**src/rtl/change_dispenser.sv**
```systemverilog
// change_dispenser: pays out a change amount as a greedy sequence of coins,
// offered one at a time to the coin ejector over a valid/ack handshake.
// Optional feature macro: JAM_DETECT_EN. When it is defined, a coin left
// unacknowledged for ACK_TIMEOUT cycles withdraws the offer and parks the
// block in FAULT, and only reset leaves FAULT. When it is undefined, the
// block waits for an ack indefinitely and fault is tied low.
module change_dispenser #(
    parameter int unsigned COIN_A      = 10,
    parameter int unsigned COIN_B      = 5,
    parameter int unsigned COIN_C      = 2,
    parameter int unsigned COIN_D      = 1,
    parameter int unsigned ACK_TIMEOUT = 15
) (
    input  logic       clock,
    input  logic       reset,
    input  logic       startDispense,
    input  logic [4:0] changeAmount,
    input  logic       coinAck,
    output logic       coinValid,
    output logic [1:0] coinType,
    output logic [4:0] remaining,
    output logic [4:0] coinCount,
    output logic       busy,
    output logic       done,
    output logic       fault
);

    localparam logic [2:0] IDLE   = 3'd0;
    localparam logic [2:0] SELECT = 3'd1;
    localparam logic [2:0] OFFER  = 3'd2;
    localparam logic [2:0] DONE   = 3'd3;
    localparam logic [2:0] FAULT  = 3'd4;

    // Denominations are compared as unsigned 5-bit values.
    localparam logic [4:0] DENOM_A = 5'(COIN_A);
    localparam logic [4:0] DENOM_B = 5'(COIN_B);
    localparam logic [4:0] DENOM_C = 5'(COIN_C);
    localparam logic [4:0] DENOM_D = 5'(COIN_D);

    // Greedy decomposition only works with a strictly descending set ending in 1.
    if (COIN_D != 1 || COIN_A > 31 || !(COIN_A > COIN_B && COIN_B > COIN_C && COIN_C > COIN_D))
    begin : g_badDenom
        $error("change_dispenser: denominations must be descending, <=31, with COIN_D == 1");
    end
    if (ACK_TIMEOUT < 1 || ACK_TIMEOUT > 255) begin : g_badTimeout
        $error("change_dispenser: ACK_TIMEOUT must be in 1..255");
    end

    logic [2:0] stateReg;
    logic       coinValidReg;
    logic [1:0] coinTypeReg;
    logic [4:0] remainingReg;
    logic [4:0] coinCountReg;
    logic       busyReg;
    logic       doneReg;
    logic [4:0] denomValue [4];
    logic [3:0] denomFits;
    logic [1:0] selIdx;

    assign denomValue[0] = DENOM_A;
    assign denomValue[1] = DENOM_B;
    assign denomValue[2] = DENOM_C;
    assign denomValue[3] = DENOM_D;

    for (genvar gi = 0; gi < 4; gi++) begin : g_fit
        assign denomFits[gi] = (denomValue[gi] <= remainingReg);
    end

    // Pick the largest denomination that still fits (lowest index wins).
    always_comb begin
        selIdx = 2'd3;
        for (int i = 3; i >= 0; i--) begin
            if (denomFits[i]) selIdx = 2'(i);
        end
    end

`ifdef JAM_DETECT_EN
    localparam logic [7:0] TIMEOUT_LAST = 8'(ACK_TIMEOUT - 1);
    logic [7:0] ackTimerReg;
    logic       faultReg;
    assign fault = faultReg;
`else
    assign fault = 1'b0;
`endif

    // Main sequencer: every output is a register updated here.
    always_ff @(posedge clock) begin
        if (!reset) begin
            stateReg     <= IDLE;
            coinValidReg <= 1'b0;
            coinTypeReg  <= 2'd0;
            remainingReg <= 5'd0;
            coinCountReg <= 5'd0;
            busyReg      <= 1'b0;
            doneReg      <= 1'b0;
`ifdef JAM_DETECT_EN
            ackTimerReg  <= 8'd0;
            faultReg     <= 1'b0;
`endif
        end else begin
            doneReg <= 1'b0;
            case (stateReg)
                IDLE: begin
                    if (startDispense) begin
                        remainingReg <= changeAmount;
                        coinCountReg <= 5'd0;
                        busyReg      <= 1'b1;
                        stateReg     <= SELECT;
                    end
                end
                SELECT: begin
                    if (remainingReg == 5'd0) begin
                        stateReg <= DONE;
                    end else begin
                        coinTypeReg  <= selIdx;
                        coinValidReg <= 1'b1;
                        stateReg     <= OFFER;
`ifdef JAM_DETECT_EN
                        ackTimerReg  <= 8'd0;
`endif
                    end
                end
                OFFER: begin
                    // An ack always beats a timeout landing in the same cycle.
                    if (coinAck && coinValidReg) begin
                        coinValidReg <= 1'b0;
                        remainingReg <= remainingReg - denomValue[coinTypeReg];
                        if (coinCountReg != 5'd31) coinCountReg <= coinCountReg + 5'd1;
                        stateReg     <= SELECT;
                    end
`ifdef JAM_DETECT_EN
                    else if (ackTimerReg == TIMEOUT_LAST) begin
                        coinValidReg <= 1'b0;
                        faultReg     <= 1'b1;
                        stateReg     <= FAULT;
                    end else begin
                        ackTimerReg <= ackTimerReg + 8'd1;
                    end
`endif
                end
                DONE: begin
                    doneReg  <= 1'b1;
                    busyReg  <= 1'b0;
                    stateReg <= IDLE;
                end
                FAULT: begin
                    // Frozen until reset; busy stays high.
                    stateReg <= FAULT;
                end
                default: begin
                    coinValidReg <= 1'b0;
                    busyReg      <= 1'b0;
                    stateReg     <= IDLE;
                end
            endcase
        end
    end

    assign coinValid = coinValidReg;
    assign coinType  = coinTypeReg;
    assign remaining = remainingReg;
    assign coinCount = coinCountReg;
    assign busy      = busyReg;
    assign done      = doneReg;

endmodule

```
**config.mk**
```make
export PLATFORM = sky130hd
export DESIGN_NAME = change_dispenser
export DESIGN_NICKNAME = d
export VERILOG_FILES = /design/src/rtl/change_dispenser.sv
export SDC_FILE = /design/constraint.sdc
export NUM_CORES = 1
export LEC_CHECK = 0
export ABC_AREA = 0
export CAP_MARGIN = 20
export CORE_ASPECT_RATIO = 0.6
export CORE_UTILIZATION = 40
export CTS_BUF_LIST = sky130_fd_sc_hd__clkbuf_16
export DETAILED_ROUTE_END_ITERATION = 10
export GPL_ROUTABILITY_DRIVEN = 0
export PLACE_DENSITY = 0.64
export SLEW_MARGIN = 5
export SYNTH_ARGS = -nofsm -noshare
export SYNTH_HDL_FRONTEND = slang
export SYNTH_SLANG_ARGS = --single-unit
```
**constraint.sdc**
```tcl
create_clock -name clock -period 5.73 [get_ports clock]
set_clock_uncertainty 0.1 [all_clocks]
set_input_delay 0.573 -clock clock [delete_from_list [all_inputs] [get_ports clock]]
set_output_delay 0.573 -clock clock [all_outputs]
set_load 0.05 [all_outputs]
```
==> results of run 1 <==
logic make-up (layout without fill, tap and decap cells):
group	count (synthesis)	after routing	share of synthesized area [%]
AOI/OAI and AO/OA	31	31	20.6
xor gates and xnor gates	1	1	0.783
adders and majority gates	7	7	8.50
buffers and inverters	12	32	7.38
DFF	18	18	32.2
muxes	5	5	4.59
other	1	1	0.335
and+or+nand+nor	51	51	25.6
sequential cells by signal, indices dropped and copies added (netlist names):
signal,count
busy,1
coinCount,5
coinType,2
coinValid,1
done,1
remaining,5
stateReg,3
worst min path at each step:
stage	slack, ns	cells after the start	to	from
finish	0.37	2	busy	busy
global route	0.40	2	busy	busy
CTS	0.38	2	busy	busy
detailed placement	0.38	2	busy	busy
global placement	0.36	2	busy	busy
floorplan	0.50	3	done	stateReg[0]
cell usage in the layout (no fill, tap or decap), types with 2 or more instances in the layout:
master / synthesis / layout
sky130_fd_sc_hd__a211o_1: 3 / 3
sky130_fd_sc_hd__nand2b_1: 6 / 6
sky130_fd_sc_hd__or2_2: 2 / 2
sky130_fd_sc_hd__clkbuf_16: 0 / 3
sky130_fd_sc_hd__ha_1: 6 / 6
sky130_fd_sc_hd__a31oi_1: 4 / 4
sky130_fd_sc_hd__o21ai_0: 2 / 2
sky130_fd_sc_hd__a21oi_1: 9 / 9
sky130_fd_sc_hd__o221a_2: 2 / 2
sky130_fd_sc_hd__inv_1: 5 / 5
sky130_fd_sc_hd__nor2_1: 12 / 12
sky130_fd_sc_hd__nand2_1: 13 / 13
sky130_fd_sc_hd__clkdlybuf4s50_1: 0 / 23
sky130_fd_sc_hd__nand3b_1: 2 / 2
sky130_fd_sc_hd__mux2i_1: 4 / 4
sky130_fd_sc_hd__dfxtp_1: 18 / 18
sky130_fd_sc_hd__and3_1: 2 / 2
sky130_fd_sc_hd__nand3_1: 6 / 6
per-layer routing:
layer	GRT usage, %	up-vias	routed length [um]
li1	-	488	-
met1	24.6	452	1320
met2	24.0	21	1010
met3	5.23	2	102
met4	2.40	0	8
met5	0	-	0
through the flow:
step	hold slack [ns]	cell area, um^2	instances	util (%)	setup WS (ns)
floorplan	0.497	1120	126	-	3.51
CTS	0.382	1400	178	54.5	3.45
finish	0.372	1400	178	54.5	3.45
detailed placement	0.375	1330	174	51.5	3.52
global placement	0.361	1330	174	51.5	3.56
global route	0.400	1400	178	54.5	3.38
report_power, final:
group          switching [mW]  internal, mW
registers              0.0181         0.135
clock network          0.0471        0.0927
logic                  0.0689        0.0537
total                   0.134         0.281
worst register-to-register path: stages (launching register included):
cell and delay (ns):
sky130_fd_sc_hd__dfxtp_1 0.67, sky130_fd_sc_hd__nor3b_4 0.57, sky130_fd_sc_hd__mux2_2 0.40, sky130_fd_sc_hd__mux2i_1 0.13, sky130_fd_sc_hd__nor2_1 0.06
cell type report:
type | instances | area, um^2 | share of cell area, %
inverter | 5 | 18.8 | 1.34
clock inverter | 1 | 3.75 | 0.267
tap | 32 | 40.0 | 2.85
multi-input combinational | 96 | 676 | 48.1
sequential | 18 | 360 | 25.7
clock buffer | 3 | 75.1 | 5.35
timing repair buffer | 23 | 230 | 16.4
==> flow_metrics.tcl, run 1 <==
set metrics [dict create \
    status "finished, final reports clean" \
    report.final.setup_viol 0 \
    grt_setup_unrepaired "false" \
    die_area_um2 3020 \
    nNetsFinal 163 \
    port_buffers 23 \
    cp_num_cells 1 \
    area.growth.synth_to_final_pct 25.5 \
    yosysSeqAreaShare_pct 32.2 \
    row_count 14 \
    synth_area_leaders "sky130_fd_sc_hd__dfxtp_1 (32%), sky130_fd_sc_hd__ha_1 (6.7%), sky130_fd_sc_hd__nand2_1 (4.4%)" \
    mappedNetlistArea_um2 1120 \
    drt_pre_antenna_iters 4 \
    yosys_most_used_dff "sky130_fd_sc_hd__dfxtp_1" \
    timing.reg2reg.setup_slack_ns 3.69 \
    final_layout_size_suffix_gt1_share_pct 10.3 \
    worst-endpoint-required_ns 5.06 \
    cts_root_buf "sky130_fd_sc_hd__clkbuf_16" \
    worst_hold_path_type "register to register" \
    synth.net_count 142 \
    yosysUniqueCellTypes 42 \
    route.final.wire_length_um 2440 \
    yosys_register_bits 18 \
    startpoint_of_the_worst_register_to_register_path "stateReg[1]" \
    clock-sinks 18 \
    grt_max_degree 15 \
    worst-path-buf-inv 1 \
    clockBufferDepth 2 \
    io-pin-count 25 \
    antenna_found_initial 0 \
    die_height_um 43.0 \
    fillers 232 \
    maxCapViolations 0 \
    achievable-frequency_mhz 439 \
    synth_most_common_cell "sky130_fd_sc_hd__dfxtp_1" \
    grt_pass1_vias 836 \
    synth_area_leader_cell "sky130_fd_sc_hd__dfxtp_1" \
    worst_slew_pin_slew_ns 0.555 \
    cts_htree_levels 1 \
    period_share_pct 39.8 \
    antennaDiodeCount 0 \
    ir_drop_v 0.000145 \
    syn_inst 126 \
    setup_total_negative_slack_ns 0 \
    leakagePower_nw 0.538 \
    post_cts_buffers 0 \
    worst-setup-path-type "register to primary output" \
    synth_common_cells "sky130_fd_sc_hd__dfxtp_1 (18), sky130_fd_sc_hd__nand2_1 (13), sky130_fd_sc_hd__nor2_1 (12), sky130_fd_sc_hd__a21oi_1 (9)" \
    cts_buffer_count 3 \
    setup.worst_path.end "remaining[2]" \
    setup.worst_path.end_class "primary output" \
    critPathMaxFanout 8 \
    ctsHoldBuffers 0 \
    worst_ep_arrival_time_ns 1.61 \
    num_vias 963 \
    grt_pass1_wl_um 3960 \
    die-width_um 70.3 \
    report.final.slew_viol_count 0 \
    start_util_pct 43.4 \
    synth_edf_count 0 \
    cp_cell_sequence "clkdlybuf4s50_1" \
    dp_hpwl_um 1840 \
    cts_resized 0 \
    min_period_ns 2.28 \
    insertion_delay_ns 0.24 \
    drtAntennaViolNets 0 \
    path_delay_family "buffers and inverters" \
    clkTransAtPathRegs_ns 0.05 \
    power.total_uw 415 \
    gr-usage-all-layers_pct 16.7 \
    power_density_nw_per_um2 296 \
    yosysWarningCount 0 \
    finalHoldViolCount 0 \
    detail_route.iter0.violations 47 \
    synth_top_area_share_pct 32.2 \
    design.core.area_um2 2570 \
    setup.worst_path.start "remaining[2]" \
    slew-limit-headroom_pct 63.0 \
    rr_endpoint "remaining[2]" \
    worst_path_largest_cell_delay_ns 0.86 \
    detail_route.wl_per_cell_um 13.7 \
    ys_async_sr_fraction_pct 0 \
    gr_ovfl_total 0 \
    cts_tree "built" \
    timing.critical_path.slowest_stage_cell "sky130_fd_sc_hd__clkdlybuf4s50_1" \
    drt_drc_violations_left 0 \
    syn_area_per_cell_um2 8.88 \
    worst_setup_path_start_kind "register" \
    timing.reg2reg.worst_path_depth 4 \
    viasPerCell 5.41 \
]
(Power assumes the default switching activity.)
==> run 2, diff against run 1 <==
- clock period: 5.73 -> 2.2 ns (I/O delays scaled with it)
==> flow_metrics.tcl, run 2 (same netlist as run 1, synthesis figures left out) <==
set metrics [dict create \
    status "finished, final reports clean" \
    viasPerCell 5.35 \
    worst_ep_arrival_time_ns 1.97 \
    finalHoldViolCount 0 \
    power.total_mw 1.11 \
    gr-usage-all-layers_pct 19.0 \
    drtAntennaViolNets 0 \
    setup.worst_path.end_class "register" \
    worst-path-buf-inv 0 \
    post_cts_buffers 0 \
    timing.critical_path.slowest_stage_cell "sky130_fd_sc_hd__fa_1" \
    grt_setup_unrepaired "false" \
    dp_hpwl_um 1990 \
    cts_root_buf "sky130_fd_sc_hd__clkbuf_16" \
    design.core.area_um2 2570 \
    period_share_pct 87.7 \
    start_util_pct 43.4 \
    clock-sinks 18 \
    final_layout_size_suffix_gt1_share_pct 13.9 \
    grt_max_degree 13 \
    mostFrequentLayoutCell "sky130_fd_sc_hd__clkdlybuf4s50_1" \
    num_vias 979 \
    grt_pass1_vias 895 \
    cp_cell_sequence "ha_1, fa_1, nand2b_1, o2bb2ai_1, o21ba_1, o221a_2" \
    drt_pre_antenna_iters 5 \
    report.final.setup_viol 0 \
    hold_path_origin "busy" \
    antenna_found_initial 0 \
    cts_htree_levels 1 \
    die_height_um 43.0 \
    clkTransAtPathRegs_ns 0.05 \
    antennaDiodeCount 0 \
    cts_tree "built" \
    critPathMaxFanout 7 \
    ctsHoldBuffers 0 \
    ir_drop_v 0.000329 \
    worst-endpoint-required_ns 2.24 \
    report.final.slew_viol_count 0 \
    setup.worst_path.start "coinType[0]" \
    worst_path_largest_cell_delay_ns 0.41 \
    gr_ovfl_total 0 \
    io-pin-count 25 \
    power_density_nw_per_um2 769 \
    die_area_um2 3020 \
    worst_hold_path_type "register to register" \
    achievable-frequency_mhz 518 \
    nNetsFinal 168 \
    clockBufferDepth 2 \
    die-width_um 70.3 \
    worst_setup_path_start_kind "register" \
    cts_resized 0 \
    worst-setup-path-type "register to register" \
    port_buffers 23 \
    row_count 14 \
    cts_buffer_count 3 \
    setup_total_negative_slack_ns 0 \
    startpoint_of_the_worst_register_to_register_path "coinType[0]" \
    maxCapViolations 0 \
    worst_slew_pin_slew_ns 0.498 \
    route.final.wire_length_um 2630 \
    drt_drc_violations_left 0 \
    slew-limit-headroom_pct 66.7 \
    grt_pass1_wl_um 4390 \
    min_period_ns 1.93 \
    insertion_delay_ns 0.25 \
    path_delay_family "adder cells" \
    detail_route.wl_per_cell_um 14.4 \
    detail_route.iter0.violations 35 \
    leakagePower_nw 0.564 \
    area.growth.synth_to_final_pct 29.0 \
    mostFrequentLayoutCells "sky130_fd_sc_hd__clkdlybuf4s50_1 (23), sky130_fd_sc_hd__dfxtp_1 (17), sky130_fd_sc_hd__nand2_1 (13)" \
]
[run 2: changes by cell type in the layout (fill, tap and decap cells not counted), sizes merged]
| cell | delta |
|---|---|
| buf | +5 |
[run 2: per-layer routing]
layer	vias up	wire [um]	track usage, %
li1	499	-	-
met1	450	1430	27.0
met2	27	1060	28.4
met3	3	127	5.94
met4	0	11	3.60
met5	-	0	0
[run 2: tightest hold or removal path, stage by stage, from the launching register on]
cell and delay [ns]:
sky130_fd_sc_hd__dfxtp_1 0.30, sky130_fd_sc_hd__o21ai_0 0.07, sky130_fd_sc_hd__a21oi_1 0.06
[run 2: area by class of cell]
class / instances / area (um^2)
Clock inverter: 1 / 3.75
Fill cell: 238 / 1130
Clock buffer: 3 / 75.1
Inverter: 5 / 18.8
Multi-Input combinational cell: 96 / 676
Sequential cell: 18 / 362
Timing Repair Buffer: 28 / 268
Tap cell: 32 / 40.0
[run 2: per-stage QoR]
| step | util [%] | instance area [um^2] | hold WS [ns] | worst slack, ns | std cells |
|---|---|---|---|---|---|
| global route | 56.0 | 1440 | 0.406 | 0.177 | 183 |
| detailed placement | 53.0 | 1360 | 0.371 | 0.271 | 179 |
| finish | 56.0 | 1440 | 0.375 | 0.270 | 183 |
| floorplan | - | 1120 | 0.274 | 0.0377 | 126 |
| global placement | 53.0 | 1360 | 0.363 | 0.318 | 179 |
| CTS | 56.0 | 1440 | 0.381 | 0.263 | 183 |
[run 2: final timing paths]
path / slack (ns) / depth (start not counted) / end
worst max-delay path: 0.27 / 6 / remaining[4]
worst min-delay path: 0.38 / 2 / busy
worst max register to register: 0.27 / 6 / remaining[4]
worst min register to register: 0.38 / 2 / busy
[run 2: power by group]
part | internal (mW) | switching [mW] | leakage [nW]
Combinational | 0.152 | 0.193 | 0.378
Clock | 0.242 | 0.130 | 0.0385
Sequential | 0.351 | 0.0413 | 0.147
==> run 3, diff against run 2 <==
- CORE_UTILIZATION: 40 -> 49
- PLACE_DENSITY: 0.64 -> 0.76
==> flow_metrics.tcl, run 3 (same netlist as run 1, synthesis figures left out) <==
set metrics [dict create \
    status "finished, final reports clean" \
    detail_route.wl_per_cell_um 14.0 \
    nNetsFinal 166 \
    row_count 12 \
    report.final.slew_viol_count 0 \
    worst-path-buf-inv 0 \
    slew-limit-headroom_pct 66.5 \
    gr_ovfl_total 0 \
    report.final.setup_viol 0 \
    mostFrequentLayoutCell "sky130_fd_sc_hd__clkdlybuf4s50_1" \
    post_cts_buffers 0 \
    io-pin-count 25 \
    leakagePower_nw 0.553 \
    worst_setup_path_start_kind "register" \
    num_vias 982 \
    area.growth.synth_to_final_pct 27.2 \
    antennaDiodeCount 0 \
    drt_drc_violations_left 0 \
    cp_cell_sequence "ha_1, fa_1, nand2b_1, o2bb2ai_1, o21ba_1, o221a_2" \
    detail_route.iter0.violations 123 \
    design.core.area_um2 2000 \
    mostFrequentLayoutCells "sky130_fd_sc_hd__clkdlybuf4s50_1 (23), sky130_fd_sc_hd__dfxtp_1 (17), sky130_fd_sc_hd__nand2_1 (13)" \
    worst_hold_path_type "register to register" \
    path_delay_family "adder cells" \
    dp_hpwl_um 1870 \
    power_density_nw_per_um2 769 \
    antenna_found_initial 0 \
    cts_tree "built" \
    port_buffers 23 \
    worst_path_largest_cell_delay_ns 0.39 \
    drt_pre_antenna_iters 4 \
    worst_ep_arrival_time_ns 1.97 \
    cts_resized 0 \
    clkTransAtPathRegs_ns 0.05 \
    cts_root_buf "sky130_fd_sc_hd__clkbuf_16" \
    die_area_um2 2480 \
    start_util_pct 56.0 \
    setup.worst_path.end_class "register" \
    timing.critical_path.slowest_stage_cell "sky130_fd_sc_hd__fa_1" \
    worst_slew_pin_slew_ns 0.500 \
    die-width_um 63.7 \
    setup_total_negative_slack_ns 0 \
    period_share_pct 87.9 \
    worst-setup-path-type "register to register" \
    grt_pass1_wl_um 4370 \
    fin_hold_ws_ns 0.389 \
    cts_htree_levels 1 \
    maxCapViolations 0 \
    route.final.wire_length_um 2480 \
    grt_pass1_vias 918 \
    viasPerCell 5.55 \
    clock-sinks 18 \
    min_period_ns 1.93 \
    drtAntennaViolNets 0 \
    critPathMaxFanout 7 \
    finalHoldViolCount 0 \
    worst-endpoint-required_ns 2.24 \
    grt_max_degree 13 \
    clockBufferDepth 2 \
    achievable-frequency_mhz 517 \
    final_layout_size_suffix_gt1_share_pct 12.8 \
    grt_setup_unrepaired "false" \
    insertion_delay_ns 0.25 \
    cts_buffer_count 3 \
    ctsHoldBuffers 0 \
    gr-usage-all-layers_pct 23.9 \
    die_height_um 39.0 \
    ir_drop_v 0.000493 \
]
## run 3: cell count changes in the layout (fill, tap and decap cells not counted)
cell                    before  now
sky130_fd_sc_hd__buf_4       5    3
## run 3: through the flow
stage	instance area [um^2]	power [mW]	cells	worst slack [ns]	util, %
after floorplan	1120	0.647	126	0.0377	-
after global placement	1340	0.730	173	0.344	67.3
after detailed placement	1340	0.734	173	0.264	67.3
after CTS	1420	1.10	177	0.267	71.2
after global routing	1420	1.15	177	0.193	71.2
final	1420	1.09	177	0.266	71.2
## run 3: worst min-delay path: stages, from the launching register on
cell and delay [ns]:
sky130_fd_sc_hd__dfxtp_1 0.31, sky130_fd_sc_hd__o21ai_0 0.07, sky130_fd_sc_hd__a21oi_1 0.06
## run 3: final timing paths
| kind | start | to | slack, ns | depth (start not counted) |
|---|---|---|---|---|
| setup / recovery | coinType[0] | remaining[4] | 0.27 | 6 |
| hold / removal | busy | busy | 0.39 | 2 |
| setup reg to reg | coinType[0] | remaining[4] | 0.27 | 6 |
| hold reg to reg | busy | busy | 0.39 | 2 |
## run 3: area by class of cell
| cell class | instances | area, um^2 |
|---|---|---|
| fill | 158 | 574 |
| clock inverter | 1 | 3.75 |
| inverter | 5 | 18.8 |
| multi-input combinational | 96 | 676 |
| timing repair buffer | 26 | 253 |
| tap | 28 | 35.0 |
| clock buffer | 3 | 75.1 |
| sequential | 18 | 362 |
## run 3: power breakdown
part	switching [mW]	total [mW]	internal, mW
Clock	0.120	0.361	0.241
Sequential	0.0408	0.392	0.351
Combinational	0.194	0.341	0.146
## run 3: layer usage
metal	vias to the layer above	wire, um	track usage (%)
li1	492	-	-
met1	465	1340	33.2
met2	23	996	37.0
met3	2	126	7.94
met4	0	15	1.70
met5	-	0	0
